<file path="src/rtl/seq_player.sv">
// rtl/seq_player.sv - plays the stored game sequence one symbol at a time with on/gap timing
module seq_player #(
  parameter int DATA_W     = 4,
  parameter int ADDR_W     = 4,
  parameter int ON_CYCLES  = 4,
  parameter int GAP_CYCLES = 2,
  parameter int TIMER_W    = 24
) (
  input  logic              clk,
  input  logic              rst_n,
  input  logic              start,
  input  logic              abort,
  input  logic [ADDR_W-1:0] last_idx,
  input  logic [DATA_W-1:0] rd_data,
  output logic [ADDR_W-1:0] rd_addr,
  output logic [DATA_W-1:0] symbol,
  output logic              symbol_valid,
  output logic              busy,
  output logic              done
);

  typedef enum logic [1:0] {
    IDLE = 2'd0,
    SHOW = 2'd1,
    GAP  = 2'd2
  } state_t;

  localparam logic [TIMER_W-1:0] ON_LAST  = TIMER_W'(ON_CYCLES - 1);
  localparam logic [TIMER_W-1:0] GAP_LAST = TIMER_W'(GAP_CYCLES - 1);

  state_t              state;
  logic [TIMER_W-1:0]  timer;
  logic [ADDR_W-1:0]   idx;
  logic [ADDR_W-1:0]   last_q;

  always_ff @(posedge clk) begin
    if (!rst_n) begin
      state        <= IDLE;
      timer        <= '0;
      idx          <= '0;
      last_q       <= '0;
      rd_addr      <= '0;
      symbol       <= '0;
      symbol_valid <= 1'b0;
      busy         <= 1'b0;
      done         <= 1'b0;
    end else begin
      case (state)
        IDLE: begin
          done    <= 1'b0;
          rd_addr <= '0;
          // rd_addr is already 0 here, so rd_data is entry 0 of the sequence
          if (start) begin
            last_q       <= last_idx;
            idx          <= '0;
            symbol       <= rd_data;
            symbol_valid <= 1'b1;
            busy         <= 1'b1;
            timer        <= '0;
            state        <= SHOW;
          end
        end

        SHOW: begin
          if (abort) begin
            state        <= IDLE;
            timer        <= '0;
            idx          <= '0;
            rd_addr      <= '0;
            symbol       <= '0;
            symbol_valid <= 1'b0;
            busy         <= 1'b0;
            done         <= 1'b0;
          end else if (timer == ON_LAST) begin
            timer        <= '0;
            symbol_valid <= 1'b0;
            if (idx == last_q) begin
              state   <= IDLE;
              busy    <= 1'b0;
              done    <= 1'b1;
              rd_addr <= '0;
            end else begin
              // Point the register file at the next entry during the gap
              state   <= GAP;
              rd_addr <= idx + 1'b1;
            end
          end else begin
            timer <= timer + 1'b1;
          end
        end

        GAP: begin
          if (abort) begin
            state        <= IDLE;
            timer        <= '0;
            idx          <= '0;
            rd_addr      <= '0;
            symbol       <= '0;
            symbol_valid <= 1'b0;
            busy         <= 1'b0;
            done         <= 1'b0;
          end else if (timer == GAP_LAST) begin
            timer        <= '0;
            idx          <= idx + 1'b1;
            symbol       <= rd_data;
            symbol_valid <= 1'b1;
            state        <= SHOW;
          end else begin
            timer <= timer + 1'b1;
          end
        end

        default: begin
          state        <= IDLE;
          timer        <= '0;
          idx          <= '0;
          rd_addr      <= '0;
          symbol       <= '0;
          symbol_valid <= 1'b0;
          busy         <= 1'b0;
          done         <= 1'b0;
        end
      endcase
    end
  end

endmodule

</file>
<file path="config.mk">
export PLATFORM = sky130hd
export DESIGN_NAME = seq_player
export DESIGN_NICKNAME = d
export VERILOG_FILES = /design/src/rtl/seq_player.sv
export SDC_FILE = /design/constraint.sdc
export NUM_CORES = 1
export LEC_CHECK = 0
export ABC_AREA = 1
export BUFFER_PORTS_ARGS = -buffer_cell sky130_fd_sc_hd__buf_2
export CAP_MARGIN = 5
export CORE_MARGIN = 8
export CORE_UTILIZATION = 28
export CTS_CLUSTER_DIAMETER = 50
export DETAILED_ROUTE_END_ITERATION = 7
export PLACE_DENSITY = 0.49
export SYNTH_ARGS = -nofsm -noshare
export SYNTH_HDL_FRONTEND = slang
export SYNTH_SLANG_ARGS = --single-unit
</file>
<file path="constraint.sdc">
create_clock -name clk -period 1.5 [get_ports clk]
set_input_delay 0.3 -clock clk [delete_from_list [all_inputs] [get_ports clk]]
set_output_delay 0.3 -clock clk [all_outputs]
set_load 0.05 [all_outputs]
</file>
==> results of run 1 <==
[cell usage in the layout, fill, tap and decap left out, drive strengths merged]
| cell | count |
|---|---|
| clkinvlp | 1 |
| nor2 | 73 |
| nand3 | 24 |
| nor3 | 6 |
| xor2 | 12 |
| inv | 37 |
| nand4 | 6 |
| or2 | 3 |
| o211a | 2 |
| ha | 7 |
| a21oi | 22 |
| xnor2 | 6 |
| clkbuf | 6 |
| dfxtp | 45 |
| clkinv | 2 |
| and3 | 1 |
| buf | 87 |
| nand2 | 79 |
| o21ai | 15 |
[critical path: stages, from the launching register on]
cell       delay, ns
dfxtp_1         0.39
nor2_2          0.15
nand2_1         0.09
nor2_2          0.12
nand3_2         0.11
nand2_2         0.12
nand2_4         0.09
nand2_4         0.08
nand2_4         0.07
nand2_8         0.09
clkbuf_16       0.16
nor2_4          0.03
[flip-flops by register name, summed over array words and instances, names as in the netlist]
signal and count:
done 1, symbol_valid 1, state 2, idx 4, busy 1, last_q 4
timer 24, rd_addr 4, symbol 4
[layer usage]
metal  share of wire  track usage  routed length, um  up-vias
li1                -            -                  -     1267
met1            0.47        0.136               3110     1096
met2            0.49        0.191               3240       27
met3           0.026       0.0260                171        9
met4           0.013       0.0381                 89        0
met5               0            0                  0        -
[repair_timing]
| item | in CTS | in global routing |
|---|---|---|
| pin swaps | 7 | 38 |
| gates resized for setup | 22 | 83 |
| setup endpoints to repair | 40 | 40 |
| cloned | 0 | 1 |
| hold buffers | 0 | 0 |
| buffers inserted | 3 | 9 |
[report_power, final]
part,internal (uW),total (uW),switching (uW)
clock network,323,775,452
registers,1260,1300,46.8
logic,380,915,535
[path summary, 6_finish.rpt]
| path | startpoint | endpoint |
|---|---|---|
| min reg2reg | busy$_SDFFE_PN0P_ | busy$_SDFFE_PN0P_ |
| max | timer[3]$_SDFFE_PN0N_ | timer[3]$_SDFFE_PN0N_ |
| max reg2reg | timer[3]$_SDFFE_PN0N_ | timer[3]$_SDFFE_PN0N_ |
| min | last_idx[2] | last_q[2]$_SDFFE_PN0P_ |
[per-stage QoR]
step	worst slack (ns)	cell area (um2)	power, uW	TNS [ns]	cells
final	-0.0919	3610	2990	-1.31	542
after global routing	-0.179	3610	3160	-3.56	542
after CTS	-0.0334	3240	2880	-0.279	532
after detailed placement	-0.116	3060	2060	-2.54	521
after global placement	-0.109	3060	2050	-2.31	521
after floorplan	0.0126	2430	1810	0	343
[Yosys cell counts]
cell type	instances	share of area
nor2_2	14	0.036
nand2_1	71	0.11
inv_2	3	0.0047
a21oi_2	1	0.0036
nand2_4	3	0.014
nor3_1	5	0.010
buf_12	1	0.0083
nand3_2	1	0.0041
or2_0	1	0.0026
xnor2_1	6	0.022
ha_1	7	0.036
nand3_1	23	0.048
xor2_1	12	0.044
clkbuf_1	2	0.0031
nor2_4	2	0.0093
o21ai_0	15	0.031
nor2_1	57	0.089
a21oi_1	21	0.044
nor3_2	1	0.0041
or2_2	2	0.0052
nand4_1	6	0.016
o211a_1	2	0.0083
dfxtp_1	45	0.37
and3_1	1	0.0026
inv_1	34	0.053
buf_4	2	0.0062
nand2_2	5	0.013
[cells by family after synthesis]
family          after synthesis  synth area share
flops                        45             0.373
compound gates               39            0.0865
xor+xnor                     18            0.0653
buf+inv                      42            0.0751
simple gates                192             0.364
fa+ha+maj                     7            0.0363
[layout make-up]
cell class / instances / area share
Clock buffer: 5 / 0.0191
Clock inverter: 3 / 0.00485
Inverter: 37 / 0.0419
Multi-Input combinational cell: 256 / 0.458
Sequential cell: 45 / 0.254
Tap cell: 108 / 0.0374
Timing Repair Buffer: 88 / 0.185
==> results.yml, run 1 <==
route:
  drc_errors: 0
  drt-total-wl_um: 6620
  ant_nets: 0
  drt_iter0_drc: 40
  vias: 2399
  via_per_inst: 4.43
  avgRoutedWirePerCell_um: 12.2
  drt_first_pass_iters: 4
layout:
  fillers: 881
  regArea_um2: 918
  area_growth_pct: 49.5
  drive_gt1_frac: 0.465
  diodes: 0
  utilization: 0.422
  multiInputGateArea_mm2: 0.00165
  nets: 452
die:
  die_area_mm2: 0.0119
  coreArea_mm2: 0.00855
  boundaryPins: 23
  dieHeight_um: 109
  num_rows: 34
  die_w_um: 109
  initial_core_util: 0.282
clock_tree:
  root_buffer: "clkbuf_8"
  cts_inserted_buffers: 5
  cts_tree: "done"
  cts-htree-levels: 2
  clkTransAtPathRegs_ns: 0.09
  cts.sinks: 45
  clk_latency_ns: 0.30
  clk_path_buf_depth: 2
timing:
  finalHoldWorstSlack_ns: 0.251
  period_share: 1.06
  fin_skew_ns: 0.00936
  rsz0062_at_grt: "yes"
  worst_pin_slew_ns: 0.312
  slew_headroom: 0.791
  post-route-min-period_ns: 1.59
  slew_violations: 0
  timing.fmax_ghz: 0.628
  hold_viol: 0
  setup_violations: 21
  setup_ws_ns: -0.0919
run_status:
  status: "complete, but fails checks"
  violations: "setup timing"
critical_path:
  crit_path_max_fanout: 5
  ff2ff_path_depth: 11
  critPathLaunchType: "register"
  required_ns: 1.69
  regToRegSetupSlack_ns: -0.09
  critPathCaptureType: "register"
  crit_type: "reg -> reg"
  cp.arrival_ns: 1.78
global_route:
  grt_overflow: 0
  antenna_found_initial: 0
  grt_pass1_wl_um: 10700
  track_usage: 0.113
  grt_pass1_vias: 2428
  grt_max_degree: 15
job:
  cap_violations: 0
min_path:
  hold_depth: 3
  holdCritPathClass: "in -> reg"
power:
  p_leak_uw: 0.00153
  power.density_mw_per_mm2: 829
  peakVddDrop_uv: 475
placed_design:
  globalplace.congestion: 0.830
  port_buffers: 22
  dp_hpwl_um: 4840
yosys:
  synth.distinct_cells: 27
  synth_seq_cells: 45
  yosysSeqAreaShare: 0.373
  yosysWarnings: 0
  synthCells: 343
  post_synth.cell_area_avg_um2: 7.04
  syn_area_mm2: 0.00241
  syn_nets: 362
(Power assumes the default switching activity.)
==> run 2: changes to the inputs <==
--- a/config.mk
+++ b/config.mk
@@ -13,6 +13,7 @@
 export CTS_CLUSTER_DIAMETER = 50
 export DETAILED_ROUTE_END_ITERATION = 7
 export PLACE_DENSITY = 0.49
+export SETUP_SLACK_MARGIN = 0.4
 export SYNTH_ARGS = -nofsm -noshare
 export SYNTH_HDL_FRONTEND = slang
 export SYNTH_SLANG_ARGS = --single-unit
==> run 2 against run 1 <==
The flow still finishes with violations (setup timing). Non-clock buffer count rose by 9. Combinational power increased by 26%. Sequential share of layout area shrank 2.0 points. Sequential cell count stayed put. Via count is 3.6% higher. Total power grew 17%. Fmax fell by 0.75%. Cell area rose by 11%. First-iteration DRC count grew 35%. Count of clock-buffer cells in the layout grew 1. Critical path depth did not move. Utilization grew 4.5 points. Critical path type unchanged. Largest cell class unchanged. Highest routed layer unchanged.
==> results.yml, run 2 (synthesized netlist as in run 1, its figures left out) <==
route:
  drc_errors: 0
  via_per_inst: 4.51
  drt-total-wl_um: 6880
  ant_nets: 0
  vias: 2486
  drt_first_pass_iters: 4
  avgRoutedWirePerCell_um: 12.5
  drt_iter0_drc: 54
layout:
  diodes: 0
  fillers: 841
  nets: 461
  regMostFlops: "timer"
  largest_reg_flops: 24
  layout_common_cells: "buf_4 (62), nand2_1 (49), nor2_1 (40)"
  area_growth_pct: 65.3
  drive_gt1_frac: 0.555
  layout_commonest_cell: "buf_4"
critical_path:
  regToRegSetupSlack_ns: -0.10
  cp_slowest_stage_delay_ns: 0.36
  cp_slowest_cell: "dfxtp_2"
  critPathTopFamily: "simple AND/OR/NAND/NOR gates"
  critPathLaunchType: "register"
  r2r_start: "state[0]$_SDFFE_PN0P_"
  ff2ff_path_depth: 11
  required_ns: 1.70
  crit_path_max_fanout: 4
  path_cells: "inv_2 -> ha_4 -> inv_4 -> nor2_4 -> nor2_4 -> nand2_4 -> buf_4 -> nor3_4 -> nand2_1 -> xor2_1 -> nor2_2"
  crit_type: "reg -> reg"
  cp_num_buf_inv: 3
  cpMostUsedCell: "nor2_4"
  critPathCaptureType: "register"
  reg2reg_to: "timer[13]$_SDFFE_PN0N_"
  cp.arrival_ns: 1.80
die:
  boundaryPins: 23
  dieHeight_um: 109
  num_rows: 34
  die_w_um: 109
  die_area_mm2: 0.0119
  initial_core_util: 0.282
  coreArea_mm2: 0.00855
global_route:
  grt_max_degree: 15
  grt_pass1_vias: 2480
  grt_pass1_wl_um: 11100
  track_usage: 0.117
  grt_overflow: 0
  antenna_found_initial: 0
placed_design:
  dp_hpwl_um: 5080
  globalplace.congestion: 0.742
  port_buffers: 22
  pre_cts_slack_ns: -0.117
clock_tree:
  root_buffer: "clkbuf_8"
  clk_latency_ns: 0.30
  cts-htree-levels: 2
  clkTransAtPathRegs_ns: 0.09
  cts_tree: "done"
  clk_path_buf_depth: 2
  cts_inserted_buffers: 5
  cts.sinks: 45
timing:
  setup_violations: 18
  rsz0062_at_grt: "yes"
  post-route-min-period_ns: 1.60
  setup_ws_ns: -0.104
  slew_headroom: 0.835
  timing.fmax_ghz: 0.623
  fin_skew_ns: 0.00576
  period_share: 1.07
  slew_violations: 0
  worst_pin_slew_ns: 0.246
  finalHoldWorstSlack_ns: 0.235
  hold_viol: 0
power:
  p_total_uw: 3510
  p_leak_uw: 0.00169
  power.density_mw_per_mm2: 880
  peakVddDrop_uv: 474
min_path:
  whs_endpoint: "last_q[0]$_SDFFE_PN0P_"
  hold_depth: 3
  hp-start: "last_idx[0]"
  holdCritPathClass: "in -> reg"
run_status:
  violations: "setup timing"
  status: "complete, but fails checks"
job:
  cap_violations: 0
## run 2: cell count changes in the layout (fill, tap and decap cells not counted), moves of 7 or more
cell and change:
buf_2 -11, buf_8 +11, dfxtp_1 -13, dfxtp_2 +12, nand3_2 +7, o21ai_2 +7
## run 2: worst max-delay path by stage
stage	start	to	slack [ns]	cells past startpoint
CTS	state[0]$_SDFFE_PN0P_	timer[15]$_SDFFE_PN0N_	-0.06	12
global placement	state[0]$_SDFFE_PN0P_	timer[18]$_SDFFE_PN0N_	-0.11	9
detailed placement	state[0]$_SDFFE_PN0P_	timer[20]$_SDFFE_PN0N_	-0.12	8
floorplan	state[1]$_SDFFE_PN0P_	timer[15]$_SDFFE_PN0N_	0.02	12
finish	state[0]$_SDFFE_PN0P_	timer[13]$_SDFFE_PN0N_	-0.10	11
global route	timer[6]$_SDFFE_PN0N_	symbol[0]$_SDFFE_PN0P_	-0.18	9
## run 2: per-stage QoR
| step | utilization | cell area [um2] | TNS [ns] | instances |
|---|---|---|---|---|
| 6_report | 0.467 | 3990 | -0.867 | 551 |
| 4_1_cts | 0.425 | 3640 | -1.31 | 541 |
| 3_5_place_dp | 0.376 | 3220 | -1.56 | 530 |
| 3_3_place_gp | 0.376 | 3220 | -1.48 | 530 |
| 2_1_floorplan | - | 2520 | 0 | 343 |
| 5_1_grt | 0.467 | 3990 | -3.59 | 551 |
## run 2: where the power goes
part / internal, uW / switching [uW] / total (uW)
sequential: 1260 / 59.5 / 1320
clock: 596 / 447 / 1040
combinational: 540 / 610 / 1150
total: 2400 / 1120 / 3510
## run 2: worst reg2reg max path, stage by stage, from the launching register on
cell and delay [ns]:
dfxtp_2 0.36, inv_2 0.06, ha_4 0.19, inv_4 0.07, nor2_4 0.04, nor2_4 0.12
nand2_4 0.07, buf_4 0.15, nor3_4 0.17, nand2_1 0.09, xor2_1 0.17, nor2_2 0.04
## run 2: what timing repair did
action                     CTS  global route
pin swaps                   22            36
cloned                       0             0
setup endpoints to repair   52            56
hold buffers                 0             0
gates resized for setup     85            82
buffers inserted             3            10
## run 2: layout make-up
type | instances | area, um2 | area share
multi-input combinational | 256 | 1770 | 0.444
sequential | 45 | 937 | 0.235
timing repair buffer | 97 | 858 | 0.215
inverter | 37 | 160 | 0.0401
tap | 108 | 135 | 0.0339
clock buffer | 6 | 93.8 | 0.0235
clock inverter | 2 | 35.0 | 0.00878
## run 2: routing by layer
metal	track usage	vias to the layer above	wire length (um)
met3	0.0266	6	207
met5	0	-	0
li1	-	1291	-
met4	0.0303	0	76
met2	0.211	26	3510
met1	0.135	1163	3080
==> run 3: changes to the inputs <==
--- a/config.mk
+++ b/config.mk
@@ -8,11 +8,13 @@
 export ABC_AREA = 1
 export BUFFER_PORTS_ARGS = -buffer_cell sky130_fd_sc_hd__buf_2
 export CAP_MARGIN = 5
+export CELL_PAD_IN_SITES_DETAIL_PLACEMENT = 1
+export CELL_PAD_IN_SITES_GLOBAL_PLACEMENT = 2
 export CORE_MARGIN = 8
 export CORE_UTILIZATION = 28
 export CTS_CLUSTER_DIAMETER = 50
 export DETAILED_ROUTE_END_ITERATION = 7
-export PLACE_DENSITY = 0.49
+export PLACE_DENSITY = 0.75
 export SETUP_SLACK_MARGIN = 0.4
 export SYNTH_ARGS = -nofsm -noshare
 export SYNTH_HDL_FRONTEND = slang
==> run 3 against run 2 <==
Largest cell class unchanged. Clock skew up 0.0019 ns. Fmax down 2.5%. Sequential cell count unchanged. Cell area up 6.5%. The run still ends with setup timing left. Non-clock buffer count up 18.
==> results.yml, run 3 (synthesized netlist as in run 1, its figures left out) <==
critical_path:
  cp_slowest_stage_delay_ns: 0.35
  critPathLaunchType: "register"
  required_ns: 1.75
  critPathCaptureType: "register"
  crit_path_max_fanout: 4
  cp_num_buf_inv: 5
  crit_type: "reg -> reg"
  cp.arrival_ns: 1.89
  regToRegSetupSlack_ns: -0.15
  path_cells: "inv_2 -> ha_4 -> buf_6 -> inv_4 -> nor2_4 -> nor2_4 -> nand2_4 -> inv_2 -> nand2_2 -> nor2_4 -> inv_2 -> or2_1 -> a21oi_2"
  critPathTopFamily: "simple AND/OR/NAND/NOR gates"
  cp_slowest_cell: "dfxtp_2"
layout:
  layout_common_cells: "buf_4 (71), nand2_1 (48), nor2_1 (37)"
  layout_commonest_cell: "buf_4"
  nets: 479
  area_growth_pct: 76.0
  final_cell_area_mm2: 0.00425
  fillers: 997
  regMostFlops: "timer"
  drive_gt1_frac: 0.601
  diodes: 0
  largest_reg_flops: 24
power:
  power.density_mw_per_mm2: 797
  p_total_uw: 3390
  peakVddDrop_uv: 378
  p_leak_uw: 0.00179
job:
  cap_violations: 0
timing:
  slew_violations: 0
  slew_headroom: 0.764
  timing.fmax_ghz: 0.608
  rsz0062_at_grt: "yes"
  hold_viol: 0
  fin_skew_ns: 0.00765
  finalHoldWorstSlack_ns: 0.235
  worst_pin_slew_ns: 0.351
  period_share: 1.10
  setup_ws_ns: -0.146
  setup_violations: 38
  post-route-min-period_ns: 1.65
route:
  ant_nets: 0
  drt_iter0_drc: 43
  vias: 2627
  avgRoutedWirePerCell_um: 15.2
  via_per_inst: 4.62
  drt_first_pass_iters: 4
  drt-total-wl_um: 8670
  drc_errors: 0
global_route:
  grt_overflow: 0
  antenna_found_initial: 0
  track_usage: 0.152
  grt_max_degree: 13
  grt_pass1_vias: 2970
  grt_pass1_wl_um: 14300
die:
  num_rows: 34
  die_area_mm2: 0.0119
  coreArea_mm2: 0.00855
  initial_core_util: 0.282
  dieHeight_um: 109
  boundaryPins: 23
  die_w_um: 109
clock_tree:
  cts_tree: "done"
  cts-htree-levels: 2
  cts_hold_buffers: 0
  root_buffer: "clkbuf_8"
  cts.sinks: 45
  clk_path_buf_depth: 2
  clkTransAtPathRegs_ns: 0.09
  cts_inserted_buffers: 5
  clk_latency_ns: 0.31
placed_design:
  dp_hpwl_um: 6010
  globalplace.congestion: 0.792
  placed_cell_area_mm2: 0.00323
  port_buffers: 22
run_status:
  status: "complete, but fails checks"
  violations: "setup timing"
min_path:
  holdCritPathClass: "in -> reg"
run 3: cell types whose count changed in the layout (fill, tap and decap cells not counted), sizes merged:
cell      previous run  this run
buf                 97       115
clkbuf               6         8
clkinv               1         0
bufinv               1         0
clkinvlp             1         0
inv                 36        37
run 3: timing repair:
action | 4_1_cts | 5_1_grt
resized for setup | 156 | 49
buffers inserted | 20 | 8
endpoints found under the setup margin | 56 | 56
gates cloned | 0 | 0
pin swaps | 49 | 35
run 3: layer usage:
metal  part of all wire  GRT usage
met1               0.41      0.162
met2               0.55      0.291
met3              0.028     0.0301
met4              0.016     0.0518
met5                  0          0
run 3: worst register-to-register path, cell delays in order, from the launching register on:
cell and delay, ns:
dfxtp_2 0.35, inv_2 0.06, ha_4 0.17, buf_6 0.12, inv_4 0.05, nor2_4 0.04, nor2_4 0.10, nand2_4 0.08
inv_2 0.06, nand2_2 0.05, nor2_4 0.14, inv_2 0.05, or2_1 0.23, a21oi_2 0.10
run 3: final timing paths:
check                         from                endpoint  cells after the start
max reg2reg  state[1]$_SDFFE_PN0P_  timer[15]$_SDFFE_PN0N_                     13
min reg2reg      busy$_SDFFE_PN0P_       busy$_SDFFE_PN0P_                      2
max          state[1]$_SDFFE_PN0P_  timer[15]$_SDFFE_PN0N_                     13
min                     rd_data[1]  symbol[1]$_SDFFE_PN0P_                      3
run 3: area by class of cell:
type / count / area [um2] / share of cell area
flip-flops and latches: 45 / 940 / 0.221
clock buffers: 8 / 80.1 / 0.0188
inverters: 37 / 156 / 0.0368
repair buffers: 115 / 1020 / 0.241
well taps: 108 / 135 / 0.0318
multi-input cells: 256 / 1920 / 0.451
run 3: power breakdown:
group / internal [uW] / switching [uW] / leakage [uW]
clock: 333 / 441 / 0.0000395
sequential: 1260 / 53.6 / 0.000377
combinational: 585 / 716 / 0.00137
total: 2180 / 1210 / 0.00179
run 3: through the flow:
| stage | setup TNS (ns) | setup WS (ns) | utilization | instances |
|---|---|---|---|---|
| final | -2.91 | -0.146 | 0.497 | 569 |
| after global routing | -6.20 | -0.253 | 0.497 | 569 |
| after CTS | -1.85 | -0.133 | 0.468 | 561 |
| after detailed placement | -3.76 | -0.194 | 0.378 | 533 |
| after global placement | -2.07 | -0.129 | 0.378 | 533 |
| after floorplan | 0 | 0.0212 | - | 343 |
